--- src/rtl/divisor_parametrizado.sv ---
// Programmable-modulus synchronous counter with JK-style mode control, two tapped
// square-wave outputs and single-cycle enable pulses for the panel logic.
module divisor_parametrizado #(
    parameter int LARGURA = 24,
    parameter int TAP_A   = 5,
    parameter int TAP_B   = 24
) (
    input  logic               clk,
    input  logic               reset,
    input  logic [1:0]         modo,
    input  logic [LARGURA-1:0] divisor,
    output logic [LARGURA-1:0] contagem,
    output logic               saida1,
    output logic               saida2,
    output logic               tick,
    output logic               pulso1,
    output logic               pulso2
);

    typedef enum logic [1:0] {
        MODO_HOLD   = 2'b00,
        MODO_CLEAR  = 2'b01,
        MODO_PRESET = 2'b10,
        MODO_COUNT  = 2'b11
    } modo_t;

    // Taps outside the counter would silently read a nonexistent bit.
    if (LARGURA < 2 || LARGURA > 32) begin : gen_bad_largura
        $error("divisor_parametrizado: LARGURA must be in 2..32");
    end
    if (TAP_A < 1 || TAP_A > LARGURA) begin : gen_bad_tap_a
        $error("divisor_parametrizado: TAP_A must be in 1..LARGURA");
    end
    if (TAP_B < 1 || TAP_B > LARGURA) begin : gen_bad_tap_b
        $error("divisor_parametrizado: TAP_B must be in 1..LARGURA");
    end

    logic [LARGURA-1:0] terminal;
    logic [LARGURA-1:0] contagemNext;
    logic               tickNext;
    logic               saida1Atrasada;
    logic               saida2Atrasada;

    assign terminal = (divisor != '0) ? (divisor - LARGURA'(1)) : '1;

    always_comb begin
        contagemNext = contagem;
        tickNext     = 1'b0;
        case (modo_t'(modo))
            MODO_HOLD:   contagemNext = contagem;
            MODO_CLEAR:  contagemNext = '0;
            MODO_PRESET: contagemNext = terminal;
            MODO_COUNT: begin
                // >= so that lowering divisor below the current count still wraps.
                if (contagem >= terminal) begin
                    contagemNext = '0;
                    tickNext     = 1'b1;
                end else begin
                    contagemNext = contagem + LARGURA'(1);
                end
            end
            default: contagemNext = contagem;
        endcase
    end

    always_ff @(posedge clk) begin
        if (reset) begin
            contagem       <= '0;
            tick           <= 1'b0;
            saida1Atrasada <= 1'b0;
            saida2Atrasada <= 1'b0;
        end else begin
            contagem       <= contagemNext;
            tick           <= tickNext;
            saida1Atrasada <= saida1;
            saida2Atrasada <= saida2;
        end
    end

    assign saida1 = contagem[TAP_A-1];
    assign saida2 = contagem[TAP_B-1];
    assign pulso1 = saida1 & ~saida1Atrasada;
    assign pulso2 = saida2 & ~saida2Atrasada;

endmodule

--- config.mk ---
export PLATFORM = sky130hd
export DESIGN_NAME = divisor_parametrizado
export DESIGN_NICKNAME = d
export VERILOG_FILES = /design/src/rtl/divisor_parametrizado.sv
export SDC_FILE = /design/constraint.sdc
export NUM_CORES = 1
export LEC_CHECK = 0
export ABC_AREA = 1
export BUFFER_PORTS_ARGS = -buffer_cell sky130_fd_sc_hd__buf_4
export CORE_ASPECT_RATIO = 1.5
export CORE_MARGIN = 1.5
export CORE_UTILIZATION = 52
export DETAILED_ROUTE_END_ITERATION = 8
export PLACE_DENSITY = 0.85
export REMOVE_ABC_BUFFERS = 1
export SLEW_MARGIN = 20
export SYNTH_ARGS = -nofsm -noshare
export SYNTH_HDL_FRONTEND = slang
export SYNTH_SLANG_ARGS = --single-unit
--- constraint.sdc ---
create_clock -name clk -period 2.91 [get_ports clk]
set_input_delay 0.582 -clock clk [delete_from_list [all_inputs] [get_ports clk]]
set_output_delay 0.582 -clock clk [all_outputs]
set_load 0.01 [all_outputs]
======== After elaboration in Yosys (flattened, before gate mapping) ========
Cells that the tools add are included.
cells by class
  add/subtract/negate cells ............... 2
  magnitude comparators ................... 1
  eq/ne operators ......................... 3
  multiplexer cells ....................... 4
  bitwise operators ....................... 5
  reductions and logical operators ........ 3
operators by type and width
  kind                   count
  $pmux 24 s3            1
  $mux 24                2
  $add 24x1->24 const B  1
  $ge 24x24->1           1
  $reduce_bool 24->1     1
  $sub 24x1->24 const B  1
  $eq 2x2->1 const B     2
  $not 1->1              3
  $and 1x1->1            2
  $eq 2x1->1 const B     1
  $logic_not 2->1        1
  $reduce_or 2->1        1
  $mux 1                 1
word-level totals
  register bits ........................... 27
  bits of input ports ..................... 28
  output and inout port bits .............. 29
  word-level logic and storage cells ...... 22

======== Logic depth before layout (Yosys ltp) ========
  word-level depth ........................ 5
  gate-level depth with buffers ........... 22
  gate-level depth less buffers ........... 22

======== Worst setup path after synthesis ========
Ideal clock, no wire load.
  path type ............................... input-to-reg
  start ................................... input port divisor[0]
  end ..................................... register contagem[15]
  setup time .............................. 69 ps
  arrival ................................. 2712 ps
  data required time ...................... 2841 ps
  setup slack ............................. 129 ps
  stages .................................. 20
  buffers on the path ..................... 1
  path through ............................ inv_1 -> ha_1 -> nand2_4 -> nor2_8 -> nand3_4 -> buf_6 -> nand3_1 -> inv_1 -> ha_1 -> nand2_1 -> nor2_1 -> nand2_1 -> inv_1 -> nand2_1 -> nand3_1 -> nor2_2 -> nand2_2 -> nor2_8 -> inv_2 -> o21ai_1
between the ends
  longest elaborated chain between the ends .. 5
  elaborated cells between the ends (all ways) .. 6
  classes of those cells .................. 1 x add/sub; 1 x order compare; 3 x mux; 1 x reduce/logical
ends and longest elaborated chain
  item                                                        RTL line  RTL
  start, declared                                             11        input logic [LARGURA-1:0] divisor,
  $sub 24x1->24 / $reduce_bool 24->1 (equally long branches)  44        assign terminal = (divisor != '0) ? (divisor - LARGURA'(1)) : '1;
  $mux 24 (*)                                                 44
  $ge 24x24->1                                                55        if (contagem >= terminal) begin
  $mux 24                                                     55
  $pmux 24 s3 (*)                                             49        case (modo_t'(modo))
  end signal, assigned                                        73        contagem <= contagemNext;
  end, declared                                               12        output logic [LARGURA-1:0] contagem,
Every way passes the cells marked *; elsewhere a longest branch is shown, timed or not.
A chain may end at the register's enable or synchronous reset.

======== Final worst setup path ========
  start ................................... input port divisor[9]
  end ..................................... register contagem[10]
The elaborated chain is that of the path after synthesis.

==> summary.txt <==
Status -> finished, final reports clean
Layout cells sized above 1 -> 24.8%
Reg clk slew, reported paths -> 0.11 ns
Final ANT Viol Nets -> 0
Gr ovfl total -> 0
Worst rel slew slack -> 62.5%
XOR/XNOR share of the synthesized area -> 4.47%
Die Ht -> 98.1 um
Via density -> 5.46
Complex-gate fraction of the synthesized area -> 10.4%
Initial DRC Count -> 325
WL final -> 10.4 mm
RePlAce Congestion -> 0.996
Die width -> 66.4 um
Number of distinct library cells after synthesis -> 36
Final hold vios -> 0
CTS tree -> built
WHS Path Cells -> 2
Core box area -> 0.00583 mm^2
Post-synth EDFFs -> 0
Post-synth ARST share -> 0%
Initial core utilization -> 53.8%
Yosys top cell by area -> nand2_1
WS Path Type -> in -> reg
Worst-Margin Slew -> 0.561 ns
Largest family of logic cells by synthesized area -> simple AND/OR/NAND/NOR gates
Top_reg_cell synth -> dfxtp_1
Most frequent cells in the layout -> 173 x nand2_1, 104 x buf_4, 77 x inv_1
WL met2 -> 5.35 mm
Residual DRC count -> 0
Tmin final -> 2.76 ns
Max-cap violation count -> 0
Yosys reg bits -> 27
Worst Path Required -> 3.13 ns
Overall Power -> 995 uW
Drt first pass iters -> 6
Die area -> 0.00651 mm^2
Reg2reg end -> contagem[10]
# clock sinks -> 27
Number of global-route vias before repair -> 3700
Top cells by area, synth -> nand2_1 21%, dfxtp_1 17%, ha_1 10%
Worst EP arrival -> 2.99 ns
Most common cell after layout, fill and taps aside -> nand2_1
Clk Latency, worst-skew pair -> 0.29 ns
Synth Area in Simple Gates -> 45.8%
Wire per inst -> 14.5 um
Synth Area in Adders -> 10.4%
Peak VDD IR -> 0.188 mV
Slew Limit Fails -> 0
Hold Slack -> 0.558 ns
Longest Clk Path Bufs -> 2
Inserted Diodes -> 0
Synthesized area -> 0.00314 mm^2
Top sig layer -> met4
Reg2reg start -> contagem[15]
Final core occ -> 70.8%
Post-CTS Hold Fix Bufs -> 0
TNS Setup -> 0 ns
Pin count of the biggest net entering global routing -> 17
Syn Inst Count -> 541
Period utilization -> 95.0%
Syn avg cell area -> 5.80 um^2
Leakage power -> 0.00217 uW
Seq/Total Area, Yosys -> 17.2%
# port buffers -> 56
CP Max Fanout -> 5
Layout Skew -> 0.00488 ns
Worst min-delay path endpoint -> contagem[7]
Setup crit start kind -> input pin
Fill cells -> 519
DP Wirelength -> 7.99 mm
Post-synthesis mux area share -> 0%
Met1 wire length -> 3.94 mm
# IOs -> 57
Worst setup EP type -> flop
Vias -> 3906
Min-delay src -> reset
Row count -> 34
Worst Setup SP -> divisor[9]
Worst hold path type -> in -> reg
Max Clock Freq -> 362 MHz
First-pass GRT wire length -> 16.6 mm
Final setup viols -> 0
Synth warn -> 0
Reg-to-reg slack, setup -> 0.89 ns
NumNets Final -> 699
All-layer global routing usage -> 31.8%
Initial antenna violation count -> 0
Worst R2R Path Depth -> 12
Htree depth -> 1
Pwr Density -> 241 mW/mm^2
Clock Tree Root -> clkbuf_8
Clock buffer count from CTS -> 3
Area growth syn-to-layout -> 31.6%
Routed met3 length -> 664 um
Synth top area share -> 20.8%
## through the flow
stage | worst slack, ns | instance area (um^2) | instances
after floorplan | 0.168 | 3090 | 534
after global placement | -0.184 | 3970 | 709
after detailed placement | -0.213 | 3970 | 709
after CTS | 0.0621 | 4010 | 713
after global routing | -0.0668 | 4130 | 716
final | 0.146 | 4130 | 716
## synthesized netlist by cell type, types with 8 or more instances
cell type,instances
a21oi_1,17
dfxtp_1,27
ha_1,26
inv_1,81
nand2_1,174
nand2_2,8
nand3_1,30
nand4_1,14
nor2_1,69
nor2_2,10
o21ai_0,12
o21ai_1,13
xor2_1,12
## per-layer routing
layer	up-vias	track usage, %
met3	46	3.23
met4	0	13.0
met2	176	57.9
li1	1922	-
met1	1762	36.6
met5	-	0
## how the worst max path moves through the flow
stage                        end  slack [ns]  cells past startpoint
CTS                 contagem[15]        0.06                     21
global placement     contagem[4]       -0.18                     21
finish              contagem[10]        0.15                     20
global route        contagem[12]       -0.07                     20
floorplan           contagem[15]        0.17                     20
detailed placement   contagem[8]       -0.21                     21
## power by group
part	switching, uW	internal [uW]
sequential	31.1	385
combinational	191	153
clock	137	97.8
## repair_timing
item,4_1_cts,5_1_grt
setup endpoints to repair,0,22
resized for setup,0,23
setup buffers,0,2
## sequential cells by signal (all words and copies together) (netlist names)
register and flops:
contagem 24, saida1Atrasada 1, saida2Atrasada 1, tick 1
## final cells by class
type | instances | area, um^2 | share of cell area [%]
Multi-Input combinational cell | 422 | 2320 | 56.3
Tap cell | 72 | 90.1 | 2.18
Timing Repair Buffer | 105 | 801 | 19.4
Clock inverter | 1 | 7.51 | 0.182
Sequential cell | 27 | 541 | 13.1
Clock buffer | 3 | 41.3 | 1.00
Inverter | 86 | 323 | 7.82
## critical path, cell delays in order
cell,delay (ns)
buf_4,0.12
nor2_1,0.21
nand2_1,0.13
nor2_1,0.15
nand2_2,0.10
or2_1,0.23
nand3_2,0.08
inv_1,0.05
ha_1,0.29
nand2_1,0.06
nand2_1,0.05
nand2_1,0.06
nand2_1,0.06
nand2_1,0.08
nand3_2,0.08
nor2_4,0.16
nand2_4,0.12
nor2_8,0.18
inv_2,0.08
o21ai_1,0.12
## kinds of logic after synthesis
logic type,after synthesis
simple gates,321
fa+ha+maj,26
compound gates,58
xor+xnor,16
buf+inv,93
flops,27
No activity file was read; power rests on OpenSTA's default activity.
